### src/rtl/speed_meter_bcd_if.sv
`default_nettype none
// ============================================================================
//  Module   : speed_meter_bcd_if
//  Brief    : Pulse input and BCD result bundle of the speed meter.
//  Revision : 1.0 - initial release
// ============================================================================
interface speed_meter_bcd_if #(
   parameter int DIGITS = 6
);
   logic                  speed_in;
   logic [4*DIGITS-1:0]   bcd_out;
   logic                  bcd_valid;
   logic                  overflow;
   logic                  win_tick;

   modport master (
      output speed_in,
      input  bcd_out,
      input  bcd_valid,
      input  overflow,
      input  win_tick
   );

   modport slave (
      input  speed_in,
      output bcd_out,
      output bcd_valid,
      output overflow,
      output win_tick
   );
endinterface
`default_nettype wire

### src/rtl/speed_meter_bcd.sv
`default_nettype none
// ============================================================================
//  Module   : speed_meter_bcd
//  Brief    : Filtered pulse-rate meter with sequential binary-to-BCD output.
//             Define SPEED_METER_LZB_EN for leading-zero blanking (4'hF digits).
//  Revision : 1.0 - initial release
// ============================================================================
module speed_meter_bcd #(
   parameter int WINDOW_CYC = 50_000_000,
   parameter int CNT_W      = 24,
   parameter int DIGITS     = 6,
   parameter int FILT_LEN   = 4
) (
   input  logic              clk,
   input  logic              rst_n,
   speed_meter_bcd_if.slave  bus
);

   localparam int c_tmr_w  = (WINDOW_CYC > 1) ? $clog2(WINDOW_CYC) : 1;
   localparam int c_filt_w = (FILT_LEN > 1) ? $clog2(FILT_LEN) : 1;
   localparam int c_bit_w  = (CNT_W > 1) ? $clog2(CNT_W) : 1;
   localparam int c_bcd_w  = 4*DIGITS + 4;

   localparam logic [c_tmr_w-1:0]  c_tmr_last  = c_tmr_w'(WINDOW_CYC - 1);
   localparam logic [c_filt_w-1:0] c_filt_last = c_filt_w'(FILT_LEN - 1);
   localparam logic [c_bit_w-1:0]  c_bit_last  = c_bit_w'(CNT_W - 1);

   localparam logic [1:0] S_IDLE  = 2'd0;
   localparam logic [1:0] S_SHIFT = 2'd1;
   localparam logic [1:0] S_DONE  = 2'd2;

   function automatic logic [63:0] f_max_val(input int n);
      logic [63:0] v;
      v = 64'd1;
      for (int i = 0; i < n; i++) begin
         v = v * 64'd10;
      end
      return v - 64'd1;
   endfunction

   localparam logic [63:0] c_max_val = f_max_val(DIGITS);

   // ------------------------------------------------------------------
   // Input conditioning
   // ------------------------------------------------------------------
   logic [1:0]          r_sync;
   logic [c_filt_w-1:0] r_filt_cnt;
   logic                r_filt_level;
   logic                r_filt_prev;
   logic                w_edge;

   always_ff @(posedge clk or negedge rst_n) begin
      if (!rst_n) begin
         r_sync <= '0;
      end else begin
         r_sync <= {r_sync[0], bus.speed_in};
      end
   end

   // Level flips only once the synced input has disagreed for FILT_LEN cycles.
   always_ff @(posedge clk or negedge rst_n) begin
      if (!rst_n) begin
         r_filt_cnt   <= '0;
         r_filt_level <= 1'b0;
         r_filt_prev  <= 1'b0;
      end else begin
         r_filt_prev <= r_filt_level;
         if (r_sync[1] == r_filt_level) begin
            r_filt_cnt <= '0;
         end else if (r_filt_cnt == c_filt_last) begin
            r_filt_level <= r_sync[1];
            r_filt_cnt   <= '0;
         end else begin
            r_filt_cnt <= r_filt_cnt + 1'b1;
         end
      end
   end

   assign w_edge = r_filt_level & ~r_filt_prev;

   // ------------------------------------------------------------------
   // Gate window and edge counter
   // ------------------------------------------------------------------
   logic [c_tmr_w-1:0] r_timer;
   logic               w_win_tick;
   logic [CNT_W-1:0]   r_count;
   logic               r_sat;
   logic               w_cnt_max;
   logic [CNT_W-1:0]   w_cnt_next;
   logic               w_sat_next;

   assign w_win_tick = (r_timer == c_tmr_last);

   always_ff @(posedge clk or negedge rst_n) begin
      if (!rst_n) begin
         r_timer <= '0;
      end else if (w_win_tick) begin
         r_timer <= '0;
      end else begin
         r_timer <= r_timer + 1'b1;
      end
   end

   // Next-count values include an edge landing on the closing cycle.
   assign w_cnt_max  = (r_count == {CNT_W{1'b1}});
   assign w_cnt_next = (w_edge && !w_cnt_max) ? r_count + 1'b1 : r_count;
   assign w_sat_next = r_sat | (w_edge & w_cnt_max);

   always_ff @(posedge clk or negedge rst_n) begin
      if (!rst_n) begin
         r_count <= '0;
         r_sat   <= 1'b0;
      end else if (w_win_tick) begin
         r_count <= '0;
         r_sat   <= 1'b0;
      end else begin
         r_count <= w_cnt_next;
         r_sat   <= w_sat_next;
      end
   end

   // ------------------------------------------------------------------
   // Double-dabble conversion
   // ------------------------------------------------------------------
   logic [1:0]          r_state;
   logic [CNT_W-1:0]    r_snapshot;
   logic                r_snap_sat;
   logic [CNT_W-1:0]    r_bin;
   logic [c_bcd_w-1:0]  r_bcd;
   logic [c_bit_w-1:0]  r_bit_cnt;
   logic [c_bcd_w-1:0]  w_bcd_adj;

   for (genvar gi = 0; gi < DIGITS + 1; gi++) begin : g_dabble
      logic [3:0] w_dig;
      assign w_dig = r_bcd[4*gi +: 4];
      assign w_bcd_adj[4*gi +: 4] = (w_dig >= 4'd5) ? w_dig + 4'd3 : w_dig;
   end

   // ------------------------------------------------------------------
   // Range check and output formatting
   // ------------------------------------------------------------------
   logic [63:0]           w_snap_ext;
   logic                  w_ovf;
   logic [4*DIGITS-1:0]   w_conv;
   logic [4*DIGITS-1:0]   w_blanked;
   logic [4*DIGITS-1:0]   w_result;

   assign w_snap_ext = {{(64-CNT_W){1'b0}}, r_snapshot};
   assign w_conv     = r_bcd[4*DIGITS-1:0];
   assign w_ovf      = r_snap_sat
                     || (w_snap_ext > c_max_val)
                     || (r_bcd[c_bcd_w-1 -: 4] != 4'd0);

`ifdef SPEED_METER_LZB_EN
   always_comb begin
      logic w_lead;
      w_blanked = w_conv;
      w_lead    = 1'b1;
      // Digit 0 is never blanked so a zero reading still shows "0".
      for (int i = DIGITS - 1; i >= 1; i--) begin
         if (w_lead && (w_conv[4*i +: 4] == 4'd0)) begin
            w_blanked[4*i +: 4] = 4'hF;
         end else begin
            w_lead = 1'b0;
         end
      end
   end
`else
   assign w_blanked = w_conv;
`endif

   assign w_result = w_ovf ? {DIGITS{4'h9}} : w_blanked;

   // ------------------------------------------------------------------
   // Control FSM and output registers
   // ------------------------------------------------------------------
   logic [4*DIGITS-1:0] r_bcd_out;
   logic                r_bcd_valid;
   logic                r_overflow;

   always_ff @(posedge clk or negedge rst_n) begin
      if (!rst_n) begin
         r_state     <= S_IDLE;
         r_snapshot  <= '0;
         r_snap_sat  <= 1'b0;
         r_bin       <= '0;
         r_bcd       <= '0;
         r_bit_cnt   <= '0;
         r_bcd_out   <= '0;
         r_bcd_valid <= 1'b0;
         r_overflow  <= 1'b0;
      end else begin
         r_bcd_valid <= 1'b0;
         case (r_state)
            S_IDLE: begin
               if (w_win_tick) begin
                  r_snapshot <= w_cnt_next;
                  r_snap_sat <= w_sat_next;
                  r_bin      <= w_cnt_next;
                  r_bcd      <= '0;
                  r_bit_cnt  <= '0;
                  r_state    <= S_SHIFT;
               end
            end
            S_SHIFT: begin
               r_bcd <= c_bcd_w'({w_bcd_adj, r_bin[CNT_W-1]});
               r_bin <= r_bin << 1;
               if (r_bit_cnt == c_bit_last) begin
                  r_state <= S_DONE;
               end else begin
                  r_bit_cnt <= r_bit_cnt + 1'b1;
               end
            end
            S_DONE: begin
               r_bcd_out   <= w_result;
               r_overflow  <= w_ovf;
               r_bcd_valid <= 1'b1;
               r_state     <= S_IDLE;
            end
            default: begin
               r_state <= S_IDLE;
            end
         endcase
      end
   end

   assign bus.bcd_out   = r_bcd_out;
   assign bus.bcd_valid = r_bcd_valid;
   assign bus.overflow  = r_overflow;
   assign bus.win_tick  = w_win_tick;

   // A window closing mid-conversion means WINDOW_CYC is too short for CNT_W.
   a_win_tick_idle: assert property (@(posedge clk) disable iff (!rst_n)
                                     w_win_tick |-> (r_state == S_IDLE));

endmodule
`default_nettype wire
### src/flat_wrapper.sv
// flat-port wrapper written by rule: the top's interface ports become plain ports
module speed_meter_bcd_flat 
#(
   parameter int WINDOW_CYC = 50_000_000,
   parameter int CNT_W      = 24,
   parameter int DIGITS     = 6,
   parameter int FILT_LEN   = 4
)
  (clk, rst_n, bus_speed_in, bus_bcd_out, bus_bcd_valid, bus_overflow, bus_win_tick);
  speed_meter_bcd_if #(.DIGITS(DIGITS)) bus_i ();
  input  logic clk;
  input  logic rst_n;
  input wire logic [$bits(bus_i.speed_in)-1:0] bus_speed_in;
  output wire logic [$bits(bus_i.bcd_out)-1:0] bus_bcd_out;
  output wire logic [$bits(bus_i.bcd_valid)-1:0] bus_bcd_valid;
  output wire logic [$bits(bus_i.overflow)-1:0] bus_overflow;
  output wire logic [$bits(bus_i.win_tick)-1:0] bus_win_tick;
  assign bus_i.speed_in = bus_speed_in;
  assign bus_bcd_out = bus_i.bcd_out;
  assign bus_bcd_valid = bus_i.bcd_valid;
  assign bus_overflow = bus_i.overflow;
  assign bus_win_tick = bus_i.win_tick;
  speed_meter_bcd #(.WINDOW_CYC(WINDOW_CYC), .CNT_W(CNT_W), .DIGITS(DIGITS), .FILT_LEN(FILT_LEN)) u_core (.clk(clk), .rst_n(rst_n), .bus(bus_i));
endmodule
### config.mk
export PLATFORM = sky130hd
export DESIGN_NAME = speed_meter_bcd_flat
export DESIGN_NICKNAME = d
export VERILOG_FILES = /design/src/rtl/speed_meter_bcd_if.sv /design/src/rtl/speed_meter_bcd.sv /design/src/flat_wrapper.sv
export SDC_FILE = /design/constraint.sdc
export NUM_CORES = 1
export LEC_CHECK = 0
export ABC_AREA = 0
export BUFFER_PORTS_ARGS = -buffer_cell sky130_fd_sc_hd__buf_2
export CORE_ASPECT_RATIO = 1.5
export CORE_MARGIN = 2
export CORE_UTILIZATION = 40
export CTS_CLUSTER_DIAMETER = 80
export DETAILED_ROUTE_END_ITERATION = 8
export GPL_TIMING_DRIVEN = 0
export SYNTH_ARGS = -nofsm -noshare
export SYNTH_HDL_FRONTEND = slang
export SYNTH_SLANG_ARGS = --single-unit
export TNS_END_PERCENT = 30
### constraint.sdc
create_clock -name clk -period 3.23 [get_ports clk]
set_clock_uncertainty 0.2 [all_clocks]
set_input_delay 0.323 -clock clk [delete_from_list [all_inputs] [get_ports clk]]
set_output_delay 0.323 -clock clk [all_outputs]
set_load 0.01 [all_outputs]
# --- Yosys cells after proc, flatten, opt, wreduce, memory -nomap -nowiden ---
# Index checks and enable logic that the tools add are counted.
word_totals:
  regBits: 167
  inputBits: 3
  word_cells: 87
classes:
  addsub: 11
  order_cmp: 8
  eq_ne: 10
  n_mux: 25
  n_bitwise: 5
  n_reduce_logical: 12
op_table:
  columns: ["op", "n"]
  rows:
  - ["$mux 24", 4]
  - ["$pmux 28 s2", 1]
  - ["$pmux 24 s2", 1]
  - ["$ge 4x3->1 const B", 7]
  - ["$mux 28", 1]
  - ["$add 26x1->26 const B", 1]
  - ["$eq 26x26->1 const B", 1]
  - ["$mux 26", 1]
  - ["$add 24x1->24 const B", 1]
  - ["$add 4x2->4 const B", 6]
  - ["$eq 24x24->1 const B", 1]
  - ["$gt 24x20->1 const B", 1]
  - ["$mux 4", 6]
  - ["$mux 5", 2]
  - ["$pmux 5 s2", 1]
  - ["$mux 2", 4]
  - ["$reduce_and 2->1", 4]
  - ["$add 5x1->5 const B", 1]
  - ["$eq 5x5->1 const B", 1]
  - ["$eq 2x2->1 const B", 2]
  - ["$ne 2x2->1 const B", 2]
  - ["$pmux 2 s2", 1]
  - ["$reduce_bool 4->1", 1]
  - ["$add 3x2->3 const B", 1]
  - ["15 further kinds", 19]

# --- Logic depth before layout (Yosys ltp) ---
# Gate-level depths: netlist (run 1).
depth:
  depth_word: 6
  ltp_mapped: 10

# --- Worst setup path after synthesis (run 1) ---
# No wires, ideal clock.
synth_path:
  kind: "register -> register"
  start: "register u_core.r_timer[0]"
  end: "register u_core.r_snapshot[11]"
  arrival_time_ns: 2.282
  setup_slack_ns: 0.630
  stages_incl_launch_ff: 10
  n_path_buf: 3
  synth_period_minus_slack_ns: 2.600
  path_cell_list: "dfrtp_1 -> ha_1 -> and4_4 -> nand2_2 -> or4_1 -> buf_2 -> or3_1 -> buf_2 -> buf_6 -> a21o_1"
synth_via:
  elab_chain_cells: 2
synth_rtl:
  columns: ["element", "line_no", "rtl"]
  rows:
  - ["start: declaration", "speed_meter_bcd.sv:84", "logic [c_tmr_w-1:0] r_timer;"]
  - ["start signal: assignment", "speed_meter_bcd.sv:100", "r_timer <= r_timer + 1'b1;"]
  - ["$eq 26x26->1", "speed_meter_bcd.sv:92", "assign w_win_tick = (r_timer == c_tmr_last);"]
  - ["$reduce_and 2->1 (no source line)", null, null]
  - ["end signal: assignment", "speed_meter_bcd.sv:197", "r_snapshot <= w_cnt_next;"]
  - ["end: declaration", "speed_meter_bcd.sv:126", "logic [CNT_W-1:0] r_snapshot;"]
# Every way passes these cells.
# A chain may end at the register's enable or synchronous reset.

# --- Worst setup path after layout (run 1) ---
layout_path:
  start: "register u_core.r_timer[0]"
  end: "register u_core.r_bin[13]"
layout_via:
  elab_chain_cells: 3
layout_rtl:
  columns: ["element", "line_no", "rtl"]
  rows:
  - ["$eq 26x26->1", "speed_meter_bcd.sv:92", null]
  - ["$ne 2x2->1 (no source line)", null, null]
  - ["$reduce_and 2->1 (no source line)", null, null]
  - ["end signal: assignment", "speed_meter_bcd.sv:199", "r_bin <= w_cnt_next;"]
  - ["end signal: assignment", "speed_meter_bcd.sv:207", "r_bin <= r_bin << 1;"]
  - ["end: declaration", "speed_meter_bcd.sv:128", "logic [CNT_W-1:0] r_bin;"]
# Every way passes these cells.

==> results of run 1 <==
## layout make-up
class                   count  area share [%]
clock buffers              22            5.42
repair buffers             32            2.38
plain buffers              30            1.79
flip-flops and latches    161            48.1
well taps                 217            3.24
multi-input cells         473            36.2
clock inverters            10            1.90
inverters                  21           0.941
## flip-flops by register name, summed over array words and instances, names as in the netlist
register              count
u_core.r_bcd             28
u_core.r_timer           26
u_core.bus.bcd_out       24
u_core.r_bin             24
u_core.r_count           24
u_core.r_snapshot        18
u_core.r_bit_cnt          5
u_core.r_filt_cnt         2
u_core.r_state            2
u_core.r_sync             2
u_core.bus.bcd_valid      1
u_core.bus.overflow       1
u_core.r_filt_level       1
u_core.r_filt_prev        1
u_core.r_sat              1
u_core.r_snap_sat         1
## cell usage after synthesis, drive strengths merged, types with 8 or more instances
cell type	n	area, sq um
dfrtp	161	4030
clkbuf	18	67.6
nor3	8	45.0
nor2	76	300
inv	21	78.8
buf	12	81.3
xor2	29	254
a21oi	36	184
ha	19	238
nand4	15	100
nand2	50	190
o31ai	8	60.1
o21ai	47	235
o22ai	19	119
xnor2	28	245
nor4	9	56.3
nand3	21	105
nand2b	9	56.3
## metal layers
metal	vias up	track usage (%)	routed length, um
met1	2709	20.7	6990
met4	0	7.48	418
li1	2561	-	-
met2	110	35.2	9470
met3	32	3.97	429
met5	-	0	0
## path summary, 6_finish.rpt
path / startpoint / endpoint / cells past startpoint / slack, ns
hold / removal: u_core.r_sync[0] / u_core.r_sync[1] / 0 / 0.15
setup / recovery: u_core.r_timer[0] / u_core.r_bin[13] / 10 / 0.17
max in group asynchronous: rst_n / u_core.r_timer[3] / 3 / 1.69
hold reg to reg: u_core.r_sync[0] / u_core.r_sync[1] / 0 / 0.15
min in group asynchronous: rst_n / u_core.bus.bcd_valid / 2 / 0.25
setup reg to reg: u_core.r_timer[0] / u_core.r_bin[13] / 10 / 0.17
## worst max-delay path, stage by stage, from the launching register on
cell	delay (ns)
dfrtp_1	0.39
ha_1	0.23
and4_4	0.29
nand2_2	0.08
or4_1	0.52
buf_2	0.19
a21o_1	0.18
clkbuf_1	0.24
buf_2	0.31
a22oi_1	0.17
o21ai_0	0.12
## logic make-up after synthesis
logic type	share of synthesized area [%]
XOR/XNOR	6.87
AO/OA/AOI/OAI	14.9
flip-flops	55.4
multiplexers	0.568
adder cells (fa/ha/maj)	3.27
AND/OR/NAND/NOR	15.8
buffers and inverters	3.13
## timing repair
action | in CTS | in global routing
hold buffers | 2 | 0
endpoints found under the hold margin | 64 | 0
resized for setup | 3 | 1
setup endpoints to repair | 3 | 1
## per-stage QoR
stage | instances | total power (W) | instance area, sq um | hold WS [ns]
2_1_floorplan | 685 | 0.00229 | 7270 | -0.173
3_3_place_gp | 931 | 0.00237 | 7690 | 0.140
3_5_place_dp | 932 | 0.00239 | 7720 | 0.143
4_1_cts | 966 | 0.00449 | 8370 | 0.158
5_1_grt | 966 | 0.00461 | 8380 | 0.170
6_report | 966 | 0.00445 | 8380 | 0.155
## power groups by stage
stage,Combinational [W],Clock [W],Sequential (W)
final,0.000224,0.00209,0.00213
after detailed placement,0.000223,0,0.00217
after global routing,0.000260,0.00221,0.00214
after floorplan,0.000138,0,0.00215
after global placement,0.000209,0,0.00216
after CTS,0.000230,0.00213,0.00213
==> impl_metrics.ini, run 1 <==
[layout]
final_cell_mix = 161 x dfrtp_1, 72 x nor2_1, 49 x nand2_1, 38 x o21ai_0, 36 x buf_2
fillCellCount = 1697
multi_input_area_sq_um = 3030
layout_commonest_cell = dfrtp_1
drive_gt1_share_pct = 11.5
nNetsFinal = 758
antennaDiodeCount = 0
syn_to_final_growth_pct = 15.2
final_core_util_pct = 46.9
layout.area.seq_sq_um = 4030

[power_and_ir_drop]
power.density_nw_per_um2 = 531
switching_share_pct = 21.9
power_frac_clock_pct = 47.0
seq_power_share_pct = 47.9
p_sw_w = 0.000973
ir_worst_vdd_v = 0.000277
power_frac_comb_pct = 5.0
leakagePower_nw = 3.87
intPower_w = 0.00347

[timing]
clock.fmax_mhz = 327
slew-limit-headroom_pct = 20.8
rsz0062_at_grt = no
slew_violations = 0
setup_slack_ns = 0.167
worst_pin_slew_ns = 1.17
setup_viol = 0
min_period_over_period_pct = 94.8
fin_tns_setup_ns = 0
finalHoldViolations = 0
finalCriticalPeriod_ns = 3.06

[cts]
clockBufferDepth = 2
root_buffer = clkbuf_16
clock_sinks = 161
clk_pin_slew_worst_paths_ns = 0.06
cts_made_buffers = 17
cts_tree = yes
post_cts_buffers = 0
htreeDepth = 4
insertion_delay_ns = 0.43

[worst_hold_path]
min_path_type = reg -> reg

[grt]
first_global_vias = 5664
antenna_found_initial = 0
grt_pass1_wl_mm = 28.5
grtUsageTotal_pct = 18.9
grt_max_degree = 99
grt.overflow.total = 0

[logic_synthesis]
synth_edf_count = 0
synth_cells = 685
yosysWarningCount = 0
syn_avg_cell_area_sq_um = 10.6
async_flop_share_pct = 100
ys_seq_area_share_pct = 55.4
synth_seq_cells = 161
syn_area_sq_um = 7270
ys.flop_type = dfrtp_1
syn-num-nets = 707
synth.distinct_cells = 55

[floorplanning]
io_pins = 30
die_w_um = 114
dieArea_sq_um = 19300
core_sq_um = 17900
rows = 60
die-height_um = 169
start_util_pct = 40.7

[worst_setup_path]
worst_ep_required_time_ns = 3.32
cp-start-kind = flip-flop
critPathKind = reg -> reg
cp.arrival_ns = 3.16
cp_max_fo = 10
end_kind = flip-flop

[placement]
dp_slack_ns = -0.0557
globalplace.congestion = 0.836
dp_hpwl_mm = 12.4
io_buffers = 29

[route]
first_pass_iters = 5
via_count = 5412
post_drt_wl_per_cell_um = 17.9
drt-initial-drc-count = 319
ant_nets = 0
drc_errors = 0
via_per_inst = 5.60
routed_wl_mm = 17.3

[status]
status = complete, no violations

[flow_run]
cap_violations = 0
Note: power is estimated with default switching activity, not from simulation.
==> inputs of run 2 (changes only) <==
--- a/config.mk
+++ b/config.mk
@@ -10,6 +10,7 @@
 export CORE_ASPECT_RATIO = 1.5
 export CORE_MARGIN = 2
 export CORE_UTILIZATION = 40
+export CTS_BUF_LIST = sky130_fd_sc_hd__clkbuf_2
 export CTS_CLUSTER_DIAMETER = 80
 export DETAILED_ROUTE_END_ITERATION = 8
 export GPL_TIMING_DRIVEN = 0
==> run 2 against run 1 <==
  * Critical path depth down 4
  * First-iteration DRC count grew 4.7%
  * Design area fell by 3.3%
  * Sequential cell count did not move
  * Count of clock-buffer cells in the layout is 1 lower
  * Highest routed layer unchanged
==> impl_metrics.ini, run 2 (same netlist as run 1, synthesis figures left out) <==
[status]
status = complete, no violations

[timing]
clock.fmax_mhz = 326
rsz0062_at_grt = no
setup_viol = 0
worst_hold_slack_ns = 0.184
min_period_over_period_pct = 95.0
setup_slack_ns = 0.162
slew-limit-headroom_pct = 23.2
finalHoldViolations = 0
finalCriticalPeriod_ns = 3.07
worst_pin_slew_ns = 1.14
slew_violations = 0

[grt]
grt_max_degree = 99
first_global_vias = 5693
grtUsageTotal_pct = 18.8
grt.overflow.total = 0
grt_pass1_wl_mm = 28.3
antenna_found_initial = 1

[worst_setup_path]
cp_max_fo = 10
cp-start-kind = flip-flop
critPathKind = reg -> out
critical-path-slowest-cell = dfrtp_1
worst-r2r-setup-slack_ns = 0.17
critical_path.max_stage_delay_ns = 0.45
worst_ep_required_time_ns = 2.71
end_kind = output port
cp_cell_sequence = ha_1 -> and4_4 -> nand4_1 -> nor4_4 -> buf_4 -> buf_2
cp.arrival_ns = 2.55

[cts]
clockBufferDepth = 2
cts_made_buffers = 17
cts_tree = yes
root_buffer = clkbuf_2
htreeDepth = 4
clk_pin_slew_worst_paths_ns = 0.22
clock_sinks = 161
insertion_delay_ns = 0.76

[flow_run]
cap_violations = 0

[layout]
syn_to_final_growth_pct = 11.4
stdcell_area_sq_um = 8100
largest_reg_flops = 28
drive_gt1_share_pct = 12.2
final_core_util_pct = 45.3
nNetsFinal = 762
top_register = u_core.r_bcd
top_regs = u_core.r_bcd (28), u_core.r_timer (26)
layout_commonest_cell = dfrtp_1
final_cell_mix = 160 x dfrtp_1, 72 x nor2_1, 49 x nand2_1, 38 x o21ai_0

[power_and_ir_drop]
power_w = 0.00357
ir_worst_vdd_v = 0.000207
power.density_nw_per_um2 = 440
leakagePower_nw = 3.77

[route]
routed_wl_mm = 17.2
drc_errors = 0
ant_nets = 0
via_count = 5442
first_pass_iters = 4
via_per_inst = 5.60
post_drt_wl_per_cell_um = 17.8
drt-initial-drc-count = 334

[placement]
dp_hpwl_mm = 12.4
globalplace.congestion = 0.836
io_buffers = 29
placed_cell_area_sq_um = 7720
dp_slack_ns = -0.0557

[floorplanning]
dieArea_sq_um = 19300
core_sq_um = 17900
die-height_um = 169
rows = 60
die_w_um = 114
io_pins = 30
start_util_pct = 40.7

[worst_hold_path]
min_path_type = reg -> reg
run 2: layer usage:
metal  track usage [%]  vias to the layer above  wire (um)
met3              3.94                       41        571
met1              20.3                     2713       6840
met5                 0                        -          0
li1                  -                     2568          -
met4              8.70                        0        578
met2              34.8                      120       9240
run 2: worst max-delay path: cells and delay by family (launching register included):
family                     cells  cell delay, ns
adders and majority gates      1            0.24
buffers and inverters          2            0.39
and+or+nand+nor                3            0.70
DFF                            1            0.45
run 2: path summary, 6_finish.rpt:
path                                  endpoint         startpoint  cells past startpoint
min in group asynchronous      u_core.r_bin[8]              rst_n                      4
min                           u_core.r_sync[1]   u_core.r_sync[0]                      0
min reg2reg                   u_core.r_sync[1]   u_core.r_sync[0]                      0
max reg2reg                   u_core.r_bin[13]  u_core.r_timer[0]                     10
max in group asynchronous  u_core.r_bit_cnt[4]              rst_n                      4
max                               bus_win_tick  u_core.r_timer[0]                      6
run 2: power breakdown:
group / leakage [nW] / switching, W / internal (W) / total [W]
logic: 1.39 / 0.000139 / 0.0000906 / 0.000230
clock network: 0.161 / 0.000691 / 0.000516 / 0.00121
registers: 2.21 / 0.0000533 / 0.00208 / 0.00213
total: 3.77 / 0.000883 / 0.00268 / 0.00357
run 2: per-stage QoR:
step,setup TNS (ns),std cells
final,0,971
after global routing,0,971
after CTS,0,970
after detailed placement,-0.122,932
after global placement,-111.39,931
after floorplan,0,685
run 2: final cells by class:
| type | count | area, sq um |
|---|---|---|
| inverter | 21 | 78.8 |
| clock inverter | 11 | 163 |
| multi-input combinational | 473 | 3040 |
| tap | 217 | 272 |
| buffer | 30 | 155 |
| timing repair buffer | 36 | 254 |
| antenna | 1 | 2.50 |
| clock buffer | 21 | 105 |
| fill | 1744 | 9770 |
| sequential | 161 | 4030 |
run 2: repair_timing:
| item | in CTS | in global routing |
|---|---|---|
| hold endpoints to repair | 162 | 0 |
| hold buffers | 5 | 0 |
| gates resized for setup | 3 | 8 |
| setup endpoints to repair | 3 | 9 |
| setup buffers | 1 | 0 |
| pin swaps | 1 | 0 |
